## src/rtl/seq_detect_param.sv

```systemverilog
// Serial pattern detector with a runtime-loadable pattern/length and overlap mode.
// One shift-register history drives both a same-cycle (Mealy) and a registered (Moore) match flag.
module seq_detect_param #(
  parameter int PAT_W = 8,
  parameter int LEN_W = 4,
  parameter int CNT_W = 16
) (
  input  logic             clk,
  input  logic             rst,
  input  logic             din,
  input  logic             din_vld,
  input  logic             cfg_load,
  input  logic [PAT_W-1:0] cfg_pattern,
  input  logic [LEN_W-1:0] cfg_len,
  input  logic             cfg_overlap,
  input  logic             cnt_clr,
  output logic             mealy_flag,
  output logic             moore_flag,
  output logic [CNT_W-1:0] match_cnt
);

  localparam logic [LEN_W-1:0] LEN_MAX = LEN_W'(PAT_W);
  localparam logic [CNT_W-1:0] CNT_MAX = {CNT_W{1'b1}};

  logic [PAT_W-1:0] pat_reg;
  logic [LEN_W-1:0] len_reg;
  logic             ovl_reg;
  logic [PAT_W-1:0] hist_reg;
  logic [LEN_W-1:0] fill_reg;
  logic             moore_reg;
  logic [CNT_W-1:0] cnt_reg;

  logic [LEN_W-1:0] len_next;
  logic [PAT_W-1:0] cand;
  logic [PAT_W-1:0] mask;
  logic             enough;
  logic             match;

  // Clamp the requested length into 1..PAT_W before it is stored.
  always_comb begin
    len_next = cfg_len;
    if (cfg_len == '0)
      len_next = LEN_W'(1);
    else if (cfg_len > LEN_MAX)
      len_next = LEN_MAX;
  end

  generate
    for (genvar gi = 0; gi < PAT_W; gi++) begin : g_mask
      localparam logic [LEN_W:0] BIT_IDX = (LEN_W+1)'(gi);
      assign mask[gi] = BIT_IDX < {1'b0, len_reg};
    end
  endgenerate

  assign cand   = {hist_reg[PAT_W-2:0], din};
  assign enough = ({1'b0, fill_reg} + (LEN_W+1)'(1)) >= {1'b0, len_reg};
  assign match  = ~rst & din_vld & ~cfg_load & enough & (((cand ^ pat_reg) & mask) == '0);

  assign mealy_flag = match;
  assign moore_flag = moore_reg;
  assign match_cnt  = cnt_reg;

  always_ff @(posedge clk or posedge rst) begin
    if (rst) begin
      pat_reg <= '0;
      len_reg <= LEN_MAX;
      ovl_reg <= 1'b1;
    end else if (cfg_load) begin
      pat_reg <= cfg_pattern;
      len_reg <= len_next;
      ovl_reg <= cfg_overlap;
    end
  end

  // A non-overlapping match wipes history so the completing bit cannot be reused.
  always_ff @(posedge clk or posedge rst) begin
    if (rst) begin
      hist_reg <= '0;
      fill_reg <= '0;
    end else if (cfg_load || (match && !ovl_reg)) begin
      hist_reg <= '0;
      fill_reg <= '0;
    end else if (din_vld) begin
      hist_reg <= cand;
      if (fill_reg != LEN_MAX)
        fill_reg <= fill_reg + LEN_W'(1);
    end
  end

  always_ff @(posedge clk or posedge rst) begin
    if (rst) begin
      moore_reg <= 1'b0;
      cnt_reg   <= '0;
    end else begin
      moore_reg <= match;
      if (cnt_clr)
        cnt_reg <= match ? CNT_W'(1) : '0;
      else if (match && cnt_reg != CNT_MAX)
        cnt_reg <= cnt_reg + CNT_W'(1);
    end
  end

endmodule

```

## config.mk

```make
export PLATFORM = sky130hd
export DESIGN_NAME = seq_detect_param
export DESIGN_NICKNAME = d
export VERILOG_FILES = /design/src/rtl/seq_detect_param.sv
export SDC_FILE = /design/constraint.sdc
export NUM_CORES = 1
export LEC_CHECK = 0
export ABC_CLOCK_PERIOD_IN_PS = 2100
export CORE_MARGIN = 2
export CORE_UTILIZATION = 28
export DETAILED_ROUTE_END_ITERATION = 8
export DONT_BUFFER_PORTS = 1
export SLEW_MARGIN = 20
export SYNTH_ARGS = -nofsm -noshare
export SYNTH_HDL_FRONTEND = slang
export SYNTH_SLANG_ARGS = --single-unit
export TNS_END_PERCENT = 5
```

## constraint.sdc

```tcl
create_clock -name clk -period 2.1 [get_ports clk]
set_input_delay 0.63 -clock clk [delete_from_list [all_inputs] [get_ports clk]]
set_output_delay 0.63 -clock clk [all_outputs]
set_load 0.02 [all_outputs]
```

Word level (Yosys, flattened, before mapping)
Index checks and enable logic that the tools add are counted.

operators by class
  bitwise logic cells = 8
  mux-type cells = 10
  magnitude comparators = 10
  reductions and logical operators = 10
  equal/unequal tests = 2
  add/sub/neg operators = 3

operators with widths
  operator                                                    number
  2-to-1 mux 16 bit                                           2
  2-to-1 mux 4 bit                                            5
  adder 16 x 1 -> 16 bit (second input constant)              1
  less-than comparator 3 x 4 -> 1 bit (first input constant)  4
  != test 16 bit (second input constant)                      1
  2-to-1 mux 7 bit                                            2
  AND 8 bit                                                   1
  logical NOT 8 bit                                           1
  less-than comparator 1 x 4 -> 1 bit (first input constant)  2
  less-than comparator 2 x 4 -> 1 bit (first input constant)  2
  XOR 8 bit                                                   1
  nonzero test 2 bit                                          3
  adder 4 x 1 -> 5 bit (second input constant)                1
  >= comparator 5 x 4 -> 1 bit                                1
  adder 4 x 1 -> 4 bit (second input constant)                1
  AND 1 bit                                                   4
  greater-than comparator 4 bit (second input constant)       1
  logical NOT 4 bit                                           1
  != test 4 bit (second input constant)                       1
  logical AND 1 bit                                           2
  inverter 1 bit                                              2
  AND reduction 2 bit                                         1
  logical NOT 1 bit                                           1
  logical OR 1 bit                                            1
  2-to-1 mux 1 bit                                            1

word-level totals
  output and inout bits = 18
  word-level logic and storage cells = 50
  input port bits = 19
  bits in registers = 41

Depth between registers and ports, before layout
  depth in word-level cells = 9
  depth in mapped cells = 10
  gate-level depth less buffers = 8

Worst setup path after synthesis
Ideal clock, no wire load.

  path type = input port to output port
  start = input port cfg_load
  end = output port mealy_flag
  stages on the path = 6
  path slack = -0.130 ns
  arrival = 1.600 ns
  cells stage by stage = clkbuf_1 nor2_1 o211ai_1 nor4_4 nand3_1 inv_1

between the ends
  cells in the longest elaborated chain, start to end = 4

ends and longest elaborated chain
  element                 line  text
  from (decl)             12    input logic cfg_load,
  inverter 1 bit          57    assign match = ~rst & din_vld & ~cfg_load & enough & (((cand ^ pat_reg) & mask) == '0);
  AND 1 bit (3 in a row)  57
  to (decl)               17    output logic mealy_flag,

Every way passes these cells.

Final worst setup path
  start = register len_reg[0]
  end = output port mealy_flag

between the ends
  cells in the longest elaborated chain, start to end = 4

ends and longest elaborated chain
  element                                                            line  text
  from (decl)                                                        26    logic [LEN_W-1:0] len_reg;
  from (signal assigned)                                             70    len_reg <= len_next;
  less-than comparator 1 x 4 -> 1 bit, or another cell as far along  51    assign mask[gi] = BIT_IDX < {1'b0, len_reg};
  AND 8 bit                                                          57
  logical NOT 8 bit                                                  57
  AND 1 bit *                                                        57

Mark *: on every way between the ends. The rest lies on a longest branch, timed or not.

==> metrics <==
1st-iter DRT viols 91; worst path bufs/invs 3; RSZ-0062 raised after global routing true; gr usage total a little over an eighth; Critical Path Source Type flip-flop; synthesized flop and latch total 41; Synth Cell Area 2190 um2; CP required between 1000 and 1500 ps; layout cells sized above 1 ~38%; antenna diode count 0; commonest non-fill, non-tap cell in the layout buf_4; Die X roughly 92 um; top_reg_cell synth dfrtp_1; Util after Layout between 30% and 40%; clock latency on the worst-skew pair about 300 ps; worst hold-check path type in -> async; final worst-path cycle share 119%; commonest cells after routing, fill and taps aside buf_4 (42), dfrtp_1 (35), nor2_1 (18); WL/cell between 10 and 15 um; Worst Setup Path Type reg -> out; Max Clock Skew roughly 8.8 ps; fmax between 300 and 400 MHz; status finished with violations; H-tree levels 2; Initial Util 28.6%; Clk pin slew, worst setup/hold paths ~80 ps; post-DP HPWL between 3000 and 4000 um; vias ~1.8k; Unique masters post-synth 39; num rows 32; leakage ~1.2 nW; vias in the first global route roughly 1.9k; max_cap viols 0; Critical Path AT between 1500 and 2000 ps; CTS Root Cell clkbuf_8; ys async rst share 100%; final hold violation count 0; I/O Pins 37; CP peak stage delay just over 400 ps; Pwr Density slightly below 600 nW/um2; Post-synth EDFFs 0; initial antenna violation count 0; height of the chip roughly 90 um; Core Region about 7600 um2; synthesized net count between 200 and 250; clock buffer depth 2; Max FO, Critical Path 5; Nets ~290; critical-path cell list buf_4 > ha_1 > nand2b_4 > a211oi_2 > o21ai_2 > buf_6 > nand3_4 > inv_4; CTS Hold Bufs 0; final worst slack -405 ps; GRT overflow 0; Final min period 2510 ps; ANT nets after route 0; port bufs 0; largest net degree at the start of global routing between 40 and 50; Area Growth Syn to Fin 31.8%; Avg Synthesized Cell Area 10.2 um2; die area around 8500 um2; register area share after synthesis 47.0%; TritonCTS clock tree yes; VDD IR max approximately 250 uV; Synth Warn # 0; WL final around 5400 um; final setup fails 24; Sink Count a little over 40; vias per inst ~4.9; drt pass-1 iters 4; Worst path top cell family by delay flip-flops; failing checks setup timing; Final Max Slew Viols 0; routability cong. 0.832; cts bufs inserted 5; first-pass GRT wire length between 8000 and 9000 um; drt drc 0; number of flip-flops under the largest register name 16; TNS Setup -2480 ps; Slew headroom 64.4%; cells after synthesis around 220; Crit-path slowest cell dfrtp_1; slew of the pin with the lowest slew margin between 500 and 600 ps; Setup crit end kind primary output
==> repair_timing <==
item / 4_1_cts / 5_1_grt
setup endpoints to repair: 25 / 27
pin swaps: 21 / 4
buffers inserted: 5 / 1
resized for setup: 20 / 12
==> synthesized netlist by cell type (2+ instances only) <==
master,number,share of area [%]
dfrtp_1,39,45
dfstp_2,2,2.4
o31ai_1,9,3.1
mux2_2,10,5.1
mux2i_1,9,4.1
nand3_1,9,2.1
or3_1,3,0.86
nor4_1,2,0.57
clkbuf_1,5,0.86
nand4_1,5,1.4
ha_1,7,4.0
nor2_1,18,3.1
nand2b_1,3,0.86
xnor2_1,12,4.8
o21ai_0,4,0.92
and2_1,2,0.57
a21oi_1,18,4.1
nand2_1,11,1.9
inv_1,11,1.9
and3_1,2,0.57
o22ai_1,5,1.4
o21ai_1,3,0.69
or4_1,10,3.4
==> per-stage QoR <==
step	total power [mW]	setup slack, ps	hold WS, ps	area, um2	std cells
6_report	1.72	-405	347	2880	363
5_1_grt	1.80	-505	359	2880	363
4_1_cts	1.73	-402	361	2830	362
3_5_place_dp	1.11	-244	519	2600	349
3_3_place_gp	1.10	-191	515	2600	349
2_1_floorplan	1.03	-83.7	502	2200	215
==> final timing paths <==
check / endpoint / startpoint / cells after the start / slack [ps]
min reg2reg: pat_reg[2] / pat_reg[2] / 1 / 530
max in group asynchronous: len_reg[1] / rst / 2 / 1350
min in group clk: match_cnt[6] / cnt_clr / 1 / 380
max: mealy_flag / len_reg[0] / 8 / -410
max reg2reg: match_cnt[11] / fill_reg[0] / 10 / -260
min: hist_reg[2] / rst / 2 / 350
==> routing by layer <==
layer,GRT usage [%],part of all wire [%],up-vias,wire (um)
met5,0,0,-,0
met4,4.48,1.4,0,77
met3,3.50,3.9,6,209
met2,22.6,50,29,2710
met1,16.0,44,878,2390
li1,-,-,870,-
==> cell families after synthesis <==
logic type                 after synthesis  share of synthesized area (%)
and+or+nand+nor                         69                           17.3
AOI/OAI and AO/OA                       47                           13.6
DFF                                     41                           47.0
buffers and inverters                   19                           3.66
muxes                                   19                           9.27
xor gates and xnor gates                13                           5.21
adders and majority gates                7                           4.00
==> power breakdown <==
group | internal, mW | switching, mW | leakage [nW]
clock | 0.267 | 0.278 | 0.0445
combinational | 0.170 | 0.143 | 0.605
sequential | 0.827 | 0.0360 | 0.536
total | 1.26 | 0.457 | 1.18
==> layout make-up <==
type                       instances  area (um2)
inverter                          11        43.8
clock buffer                       7        86.3
multi-input combinational        155        1210
sequential                        41        1030
timing repair buffer              46         369
tap                              102         128
clock inverter                     1        7.51
fill                             759        4760
(Power assumes the default switching activity.)
